File: config.mk
export PLATFORM = sky130hd
export DESIGN_NAME = hazard_scoreboard
export DESIGN_NICKNAME = d
export VERILOG_FILES = /design/src/rtl/hazard_scoreboard.sv
export SDC_FILE = /design/constraint.sdc
export NUM_CORES = 1
export LEC_CHECK = 0
export ABC_AREA = 1
export BUFFER_PORTS_ARGS = -buffer_cell sky130_fd_sc_hd__buf_2
export CAP_MARGIN = 0
export CORE_MARGIN = 2
export CORE_UTILIZATION = 52
export DETAILED_ROUTE_END_ITERATION = 7
export PLACE_DENSITY = 0.82
export SETUP_SLACK_MARGIN = 0.05
export SLEW_MARGIN = 30
export SYNTH_ARGS = -nofsm -noshare
export SYNTH_HDL_FRONTEND = slang
export SYNTH_SLANG_ARGS = --single-unit
File: constraint.sdc
create_clock -name clk -period 1.7 [get_ports clk]
set_clock_uncertainty 0.05 [all_clocks]
set_input_delay 0.085 -clock clk [delete_from_list [all_inputs] [get_ports clk]]
set_output_delay 0.085 -clock clk [all_outputs]
set_load 0.1 [all_outputs]
File: src/rtl/hazard_scoreboard.sv
// hazard_scoreboard
//   Readiness-scoreboard hazard unit sitting beside a 5-stage MIPS-style
//   datapath. Each architectural register has a small countdown of cycles
//   until its pending result can be consumed; D-stage operands are checked
//   against it instead of comparing register numbers stage by stage. The
//   unit also tracks an occupied multi-cycle divider and registers the
//   exception / ERET redirect target.
//
// Ports
//   clk, rst                       clock, synchronous active-high reset
//   issue_validD                   valid instruction in D
//   rsD, rtD, rs_useD, rt_useD     source registers and whether each is read
//   early_useD                     operands consumed in D (branch, jr, jalr)
//   regwriteD, memtoregD, writeregD  destination write info (load flag)
//   div_startD, div_done           divider start in D / divider completion
//   i_stall, d_stall               cache stalls
//   except_typeM, cp0_epcM         M-stage exception code and EPC
//   stallF..stallW, flushF..flushW pipeline stage controls
//   div_busy                       divider occupied
//   redirect_valid, newPC          one-cycle redirect pulse and its target
module hazard_scoreboard #(
  parameter int          NREG       = 32,
  parameter int          CNT_W      = 3,
  parameter int          ALU_LAT    = 0,
  parameter int          LOAD_LAT   = 1,
  parameter logic [31:0] EXC_VECTOR = 32'hBFC00380,
  parameter logic [31:0] ERET_CODE  = 32'h0000000e
) (
  input  logic        clk,
  input  logic        rst,
  input  logic        issue_validD,
  input  logic [4:0]  rsD,
  input  logic [4:0]  rtD,
  input  logic        rs_useD,
  input  logic        rt_useD,
  input  logic        early_useD,
  input  logic        regwriteD,
  input  logic        memtoregD,
  input  logic [4:0]  writeregD,
  input  logic        div_startD,
  input  logic        div_done,
  input  logic        i_stall,
  input  logic        d_stall,
  input  logic [31:0] except_typeM,
  input  logic [31:0] cp0_epcM,
  output logic        stallF,
  output logic        stallD,
  output logic        stallE,
  output logic        stallM,
  output logic        stallW,
  output logic        flushF,
  output logic        flushD,
  output logic        flushE,
  output logic        flushM,
  output logic        flushW,
  output logic        div_busy,
  output logic        redirect_valid,
  output logic [31:0] newPC
);

  localparam logic [CNT_W-1:0] ALU_INIT  = CNT_W'(ALU_LAT + 1);
  localparam logic [CNT_W-1:0] LOAD_INIT = CNT_W'(LOAD_LAT + 1);
  localparam logic [CNT_W-1:0] ONE       = CNT_W'(1);

  // Entry 0 exists only so rsD/rtD can index directly; it is held at zero.
  logic [NREG-1:0][CNT_W-1:0] cntReg;
  logic [NREG-1:0][CNT_W-1:0] cntNext;
  logic                       divBusyReg;
  logic                       redirectValidReg;
  logic [31:0]                newPcReg;

  logic           except;
  logic           memStall;
  logic           backStall;
  logic           rsHazard;
  logic           rtHazard;
  logic           depStall;
  logic           divConflict;
  logic           frontHold;
  logic           excTake;
  logic           frontStall;
  logic           issue;
  logic           trackWrite;
  logic [CNT_W-1:0] writeInit;

  assign except    = |except_typeM;
  assign memStall  = i_stall | d_stall;
  assign backStall = memStall | (divBusyReg & ~div_done);

  // A consumer in E can take a result once its count reaches 1 (forwarded
  // next cycle); a consumer in D needs the count to have reached 0.
  assign rsHazard = rs_useD && (rsD != 5'd0) &&
                    (early_useD ? (cntReg[rsD] != '0) : (cntReg[rsD] > ONE));
  assign rtHazard = rt_useD && (rtD != 5'd0) &&
                    (early_useD ? (cntReg[rtD] != '0) : (cntReg[rtD] > ONE));

  assign depStall    = issue_validD & (rsHazard | rtHazard);
  assign divConflict = issue_validD & div_startD & divBusyReg & ~div_done;
  assign frontHold   = depStall | divConflict;
  // An exception waits for the memory stall to clear so the M stage holds it.
  assign excTake     = except & ~memStall;
  assign frontStall  = frontHold | backStall;

  assign stallF = frontStall;
  assign stallD = frontStall;
  assign stallE = backStall;
  assign stallM = backStall;
  assign stallW = backStall;

  // A held D instruction leaves a bubble in E, unless the back end is frozen
  // too (then E keeps its own instruction).
  assign flushE = (frontHold & ~backStall & ~except) | excTake;
  assign flushF = excTake;
  assign flushD = excTake;
  assign flushM = excTake;
  assign flushW = excTake;

  assign issue      = issue_validD & ~frontStall & ~except;
  assign trackWrite = issue & regwriteD & (writeregD != 5'd0);
  assign writeInit  = memtoregD ? LOAD_INIT : ALU_INIT;

  // Per-entry next count: exception flush beats a fresh write, which beats
  // the normal countdown; everything freezes while the back end is stalled.
  genvar gi;
  generate
    for (gi = 0; gi < NREG; gi++) begin : gEntry
      if (gi == 0) begin : gZero
        assign cntNext[gi] = '0;
      end else begin : gTracked
        assign cntNext[gi] =
          excTake                                    ? '0 :
          (trackWrite && (writeregD == 5'(gi)))      ? writeInit :
          (!backStall && (cntReg[gi] != '0))         ? cntReg[gi] - ONE :
                                                       cntReg[gi];
      end
    end
  endgenerate

  always_ff @(posedge clk) begin
    if (rst) begin
      cntReg           <= '0;
      divBusyReg       <= 1'b0;
      redirectValidReg <= 1'b0;
      newPcReg         <= EXC_VECTOR;
    end else begin
      cntReg <= cntNext;
      // Divider keeps running across an exception; a new start wins over
      // the completion of the previous one.
      if (issue && div_startD)
        divBusyReg <= 1'b1;
      else if (div_done)
        divBusyReg <= 1'b0;
      redirectValidReg <= excTake;
      if (excTake)
        newPcReg <= (except_typeM == ERET_CODE) ? cp0_epcM : EXC_VECTOR;
    end
  end

  assign div_busy       = divBusyReg;
  assign redirect_valid = redirectValidReg;
  assign newPC          = newPcReg;

endmodule

; ---- Word level (Yosys, flattened, before mapping)
; Index checks and enable logic that the tools add are counted.
[totals]
inputBits = 91
output_inout_bits = 44
wordCells = 335
mem_count = 0
mem_bits_ro = 0
latch_bits = 0
ff_bits = 130
ram_bits = 0
[op_classes]
n_reduce_logical = 138
shift = 0
order_cmp = 4
n_eq_ne = 32
mul = 0
mux = 72
n_addsub = 31
n_bitwise = 23
n_div = 0
[op_table]
columns = op, count
row1 = $mux W3, 64
row2 = $reduce_bool A3 Y1, 33
row3 = $sub A3 B1 Y3 const B, 31
row4 = $eq A5 B5 Y1 const B, 16
row5 = $logic_and A1 B1 Y1, 67
row6 = $reduce_bool A2 Y1, 32
row7 = $eq A5 B4 Y1 const B, 8
row8 = $eq A32 B4 Y1 const B, 1
row9 = $mux W32, 1
row10 = $reduce_or A32 Y1, 1
row11 = $bmux W3 S5, 2
row12 = $eq A5 B3 Y1 const B, 4
row13 = $reduce_bool A5 Y1, 3
row14 = $and A1 B1 Y1, 12
row15 = $lt A5 B6 Y1 const B, 2
row16 = $eq A5 B2 Y1 const B, 2
row17 = $gt A3 B1 Y1 const B, 2
row18 = $or A1 B1 Y1, 6
row19 = $eq A5 B1 Y1 const B, 1
row20 = $not A1 Y1, 5
row21 = $mux W1, 4
row22 = $mux W2, 1
row23 = $reduce_or A2 Y1, 1
row24 = $logic_not A1 Y1, 1

; ---- Logic depth before layout (Yosys ltp)
[logic_depth]
ltp_word = 16
ltp_mapped = 19
mapped_depth_nobuf = 19

; ---- Worst setup path after synthesis
; Ideal clock, no wire load.
[synth_path]
kind = reg-to-output
startpoint = register divBusyReg (netlist: div_busy)
endpoint = output stallF
path_stages_with_launch = 11
t_arrival_ns = 3.124
slack_ns = -1.559
path_buffers = 4
t_required_ns = 1.565
cell_sequence = dfxtp_1 -> inv_1 -> nor2_1 -> inv_1 -> nand2_1 -> inv_1 -> clkbuf_1 -> clkbuf_1 -> clkbuf_1 -> nand2_1 -> buf_4
[synth_via]
elab_chain_cells = 4
word_cells_on_any_way = 6
cone_classes = bitwise: 6
[synth_rtl]
columns = element, line
row1 = start: declaration, 68  ; logic divBusyReg;
row2 = start signal: assignment, 142  ; divBusyReg <= 1'b0;
row3 = start signal: assignment, 150  ; divBusyReg <= 1'b1;
row4 = start signal: assignment, 152  ; divBusyReg <= 1'b0;
row5 = $and A1 B1 Y1 (2 in a row), 98  ; assign divConflict = issue_validD & div_startD & divBusyReg & ~div_done;
row6 = $or A1 B1 Y1, 99  ; assign frontHold = depStall | divConflict;
row7 = $or A1 B1 Y1 (*), 102  ; assign frontStall = frontHold | backStall;
row8 = end: declaration, 46  ; output logic stallF,
; Mark *: on every way between the ends. The rest lies on a longest branch, timed or not.

; ---- Worst setup path in the final report
[layout_path]
startpoint = register cntReg[50] (netlist bit)
endpoint = register cntReg[15] (netlist bit)
[layout_via]
elab_chain_cells = 16
word_cells_on_any_way = 24
cone_classes = order compare: 2 / mux: 7 / bitwise: 9 / reduce/logical: 6
[layout_rtl]
columns = element, line
row1 = start: declaration, 66  ; logic [NREG-1:0][CNT_W-1:0] cntReg;
row2 = start signal: assignment, 146  ; cntReg <= cntNext;
row3 = $bmux W3 S5 (on tied branches), "93, 95"
row4 = $mux W3 (on tied branches), "93, 95"
row5 = "$gt A3 B1 Y1, or another cell as far along", 93  ; (early_useD ? (cntReg[rsD] != '0) : (cntReg[rsD] > ONE));
row6 = $mux W1 (on tied branches), "93, 95"
row7 = $logic_and A1 B1 Y1 (on tied branches), "92, 94"
row8 = $or A1 B1 Y1 (*), 97  ; assign depStall = issue_validD & (rsHazard | rtHazard);
row9 = $and A1 B1 Y1 (*), 97
row10 = $or A1 B1 Y1 (*), 99
row11 = $or A1 B1 Y1 (*), 102
row12 = $not A1 Y1 (*), 118  ; assign issue = issue_validD & ~frontStall & ~except;
row13 = $and A1 B1 Y1 (*) (2 in a row), 118
row14 = $and A1 B1 Y1 (*) (2 in a row), 119  ; assign trackWrite = issue & regwriteD & (writeregD != 5'd0);
row15 = $logic_and A1 B1 Y1 (*), 132  ; (trackWrite && (writeregD == 5'(gi))) ? writeInit :
row16 = $mux W3 / $reduce_bool A2 Y1 (equally long branches), n/a
; Mark *: on every way between the ends. The rest lies on a longest branch, timed or not. The select of a mux whose other input is x is not followed.
; A chain may end at the register's enable or synchronous reset.

==> qor.txt <==
Outcome: finished with violations
Failing checks: negative setup slack
Ports: 135
Clk Latency, worst-skew pair: 0.44 ns
ANT cells: 0
P&R area growth vs syn: 49.6%
Share of layout cells above drive strength 1: 34.2%
Power Dens Cells: 627 mW/mm^2
Filler cells: 1014
Post-Syn Nets: 1383
Initial antenna violation count: 0
Final setup fails: 101
DR pass1 iterations: 6
Largest vdd supply drop: 0.000671 V
First-pass GRT wire length: 49.8 mm
Top cells by area, synth: dfxtp_1 30%, nand2_1 10%, ha_1 9.1%
Clock buffer count from CTS: 17
Multi-input logic area: 0.00572 mm^2
Startpoint types: flop
Syn avg cell area: 6.95 um^2
CP delay by family, top: simple AND/OR/NAND/NOR gates
Nets: 1710
Yosys cell types: 41
Hpwl dp: 21.4 mm
Crit Path Category: flop to flop
Core footprint: 0.0160 mm^2
DIE WIDTH: 132 um
Final max-slew violation count: 0
Total power: 8.01 mW
Hold_sp: div_done
CTS H-tree lvls: 4
Slew @ Worst Pin: 0.680 ns
Port Buffers: 134
Crit-path most repeated cell: nand2_1
Synth Instances: 1230
CTS clk-pin slew, worst paths: 0.07 ns
DIE AREA: 0.0175 mm^2
Mux contribution to synthesized area: 1.98%
Synthesis Warnings: 0
Worst Setup SP: cntReg[50]
CTS tree: done
Commonest cells after routing, fill and taps aside: 197 x nand2_1, 169 x buf_4, 161 x inv_1
Class of the worst hold path: input pin to flop
Initial Utilization: 53.4%
Max Cap Viol: 0
Element type at the critical path end: flop
Synth Cell Area: 0.00855 mm^2
Post-Synth Simple-Gate Area: 29.2%
Adder-Cell Fraction of Synth Area: 9.07%
Largest net degree at the start of global routing: 38
CP Cell Sequence: nor2_4, buf_6, nor2_4, nor2_1, nand2_1, a21oi_2, nand3_1, nand2_1, nand2_1, nand2_2, buf_6, nand4_4, nor2_8, buf_12, buf_12, clkbuf_16, nand4_1, o21ai_1
Vias/cell: 5.92
Via count: 10600
Fin area: 0.0128 mm^2
Leakage Power: 5.72 nW
Post-synth top area share: 29.7%
Launching point of the worst reg2reg path: cntReg[50]
Synth Area in Compound Gates: 15.1%
Drt wl/cell: 19.4 um
Drt first-iter violations: 1014
# clock sinks: 127
Final Hold Viols: 0
Sequential cell area: 0.00256 mm^2
DP Area: 0.0109 mm^2
Vias in the first global route: 10300
Commonest non-fill, non-tap cell in the layout: nand2_1
Main combinational cell family by area after synthesis: simple AND/OR/NAND/NOR gates
Tmin final: 2.51 ns
Maximum fanout along the worst path: 6
Critical path buffers and inverters: 5
CP max-delay cell: dfxtp_2
GRT Util Overall: 35.4%
RSZ-0062 raised after global routing: yes
Rel. slew slack: 54.5%
DRT Wirelength: 34.7 mm
Final core occ: 79.9%
Drt drc: 0
Clock Root Buffer: clkbuf_16
Seq cells post-synth: 127
Post-synthesis sequential area ratio: 29.7%
Fraction of synthesized cell area in xor and xnor cells: 3.59%
Final worst path period share: 148%
Total grt overflow: 0
Final WS setup: -0.808 ns
Die H: 132 um
Longest Clk Path Bufs: 2
Final GP Congestion: 1.04
Worst EP arrival: 2.81 ns
Row count: 46
Fmax: 399 MHz
Yosys top cell by area: dfxtp_1
Worst path max stage delay: 0.34 ns
CP required: 2.00 ns
Post-route ant nets: 0
==> synth_stat cells (all sizes together) <==
master,number
o211ai,10
clkbuf,29
nor2,124
nand2,234
ha,62
a31oi,2
nand4,27
dfxtp,127
inv,171
o32a,12
o22ai,2
nand3b,2
xor2,35
nor4,5
or2,2
a41oi,1
o311ai,14
o21ai,41
nand3,156
mux2,15
a32o,20
o31ai,1
a21oi,100
nor3,6
buf,30
o2111ai,2
==> logic make-up (layout without fill, tap and decap cells) <==
group,after synthesis,in the layout
and+or+nand+nor,556,556
buffers and inverters,230,570
AOI/OAI and AO/OA,205,205
DFF,127,127
adders and majority gates,62,62
xor gates and xnor gates,35,35
muxes,15,15
==> sequential cells by signal, indices dropped and copies added, names as in the netlist <==
register	cells
div_busy	1
cntReg	93
redirect_valid	1
newPC	32
==> worst reg2reg max path, cell delays in order (launching register included) <==
cell	delay, ns
dfxtp_2	0.34
nor2_4	0.10
buf_6	0.12
nor2_4	0.03
nor2_1	0.11
nand2_1	0.09
a21oi_2	0.13
nand3_1	0.09
nand2_1	0.07
nand2_1	0.06
nand2_2	0.09
buf_6	0.10
nand4_4	0.12
nor2_8	0.17
buf_12	0.14
buf_12	0.11
clkbuf_16	0.14
nand4_1	0.14
o21ai_1	0.23
==> metrics by stage <==
| step | worst slack, ns | hold WS, ns | TNS [ns] | cells |
|---|---|---|---|---|
| floorplan | -0.482 | 0.0977 | -52.78 | 1230 |
| global placement | -0.637 | 0.275 | -59.43 | 1697 |
| detailed placement | -0.656 | 0.279 | -60.89 | 1697 |
| CTS | -0.650 | 0.0386 | -51.96 | 1769 |
| global route | -0.954 | 0.0984 | -78.88 | 1786 |
| finish | -0.808 | 0.0711 | -66.43 | 1786 |
==> final timing paths <==
kind / endpoint / slack [ns] / depth (start not counted)
min: div_busy / 0.07 / 5
max reg2reg: cntReg[15] / -0.81 / 18
max: cntReg[15] / -0.81 / 18
min reg2reg: newPC[18] / 0.41 / 1
==> cell type report <==
cell class              instances  area share [%]
clock buffers                  17            3.33
inverters                     171            5.05
well taps                     216            2.11
clock inverters                15            1.28
flip-flops and latches        127            20.0
repair buffers                367            23.5
multi-input cells             873            44.7
==> layer usage <==
metal / up-vias / global-route usage [%] / wire length [um] / share of wire [%]
li1: 4777 / - / - / -
met1: 4876 / 39.9 / 12400 / 36
met2: 731 / 62.5 / 17000 / 49
met3: 189 / 7.27 / 3280 / 9.5
met4: 0 / 19.8 / 2020 / 5.8
met5: - / 0 / 0 / 0
==> timing repair <==
item | in CTS | in global routing
resized for setup | 47 | 132
hold endpoints to repair | 33 | 0
buffers inserted | 5 | 13
gates cloned | 1 | 5
setup endpoints to repair | 105 | 136
pin swaps | 19 | 71
hold buffers | 34 | 0
==> where the power goes <==
| part | internal [mW] | total (mW) | switching [mW] |
|---|---|---|---|
| Combinational | 0.519 | 1.31 | 0.788 |
| Clock | 1.97 | 3.71 | 1.75 |
| Sequential | 2.98 | 2.99 | 0.00791 |
Note: power is estimated with default switching activity, not from simulation.
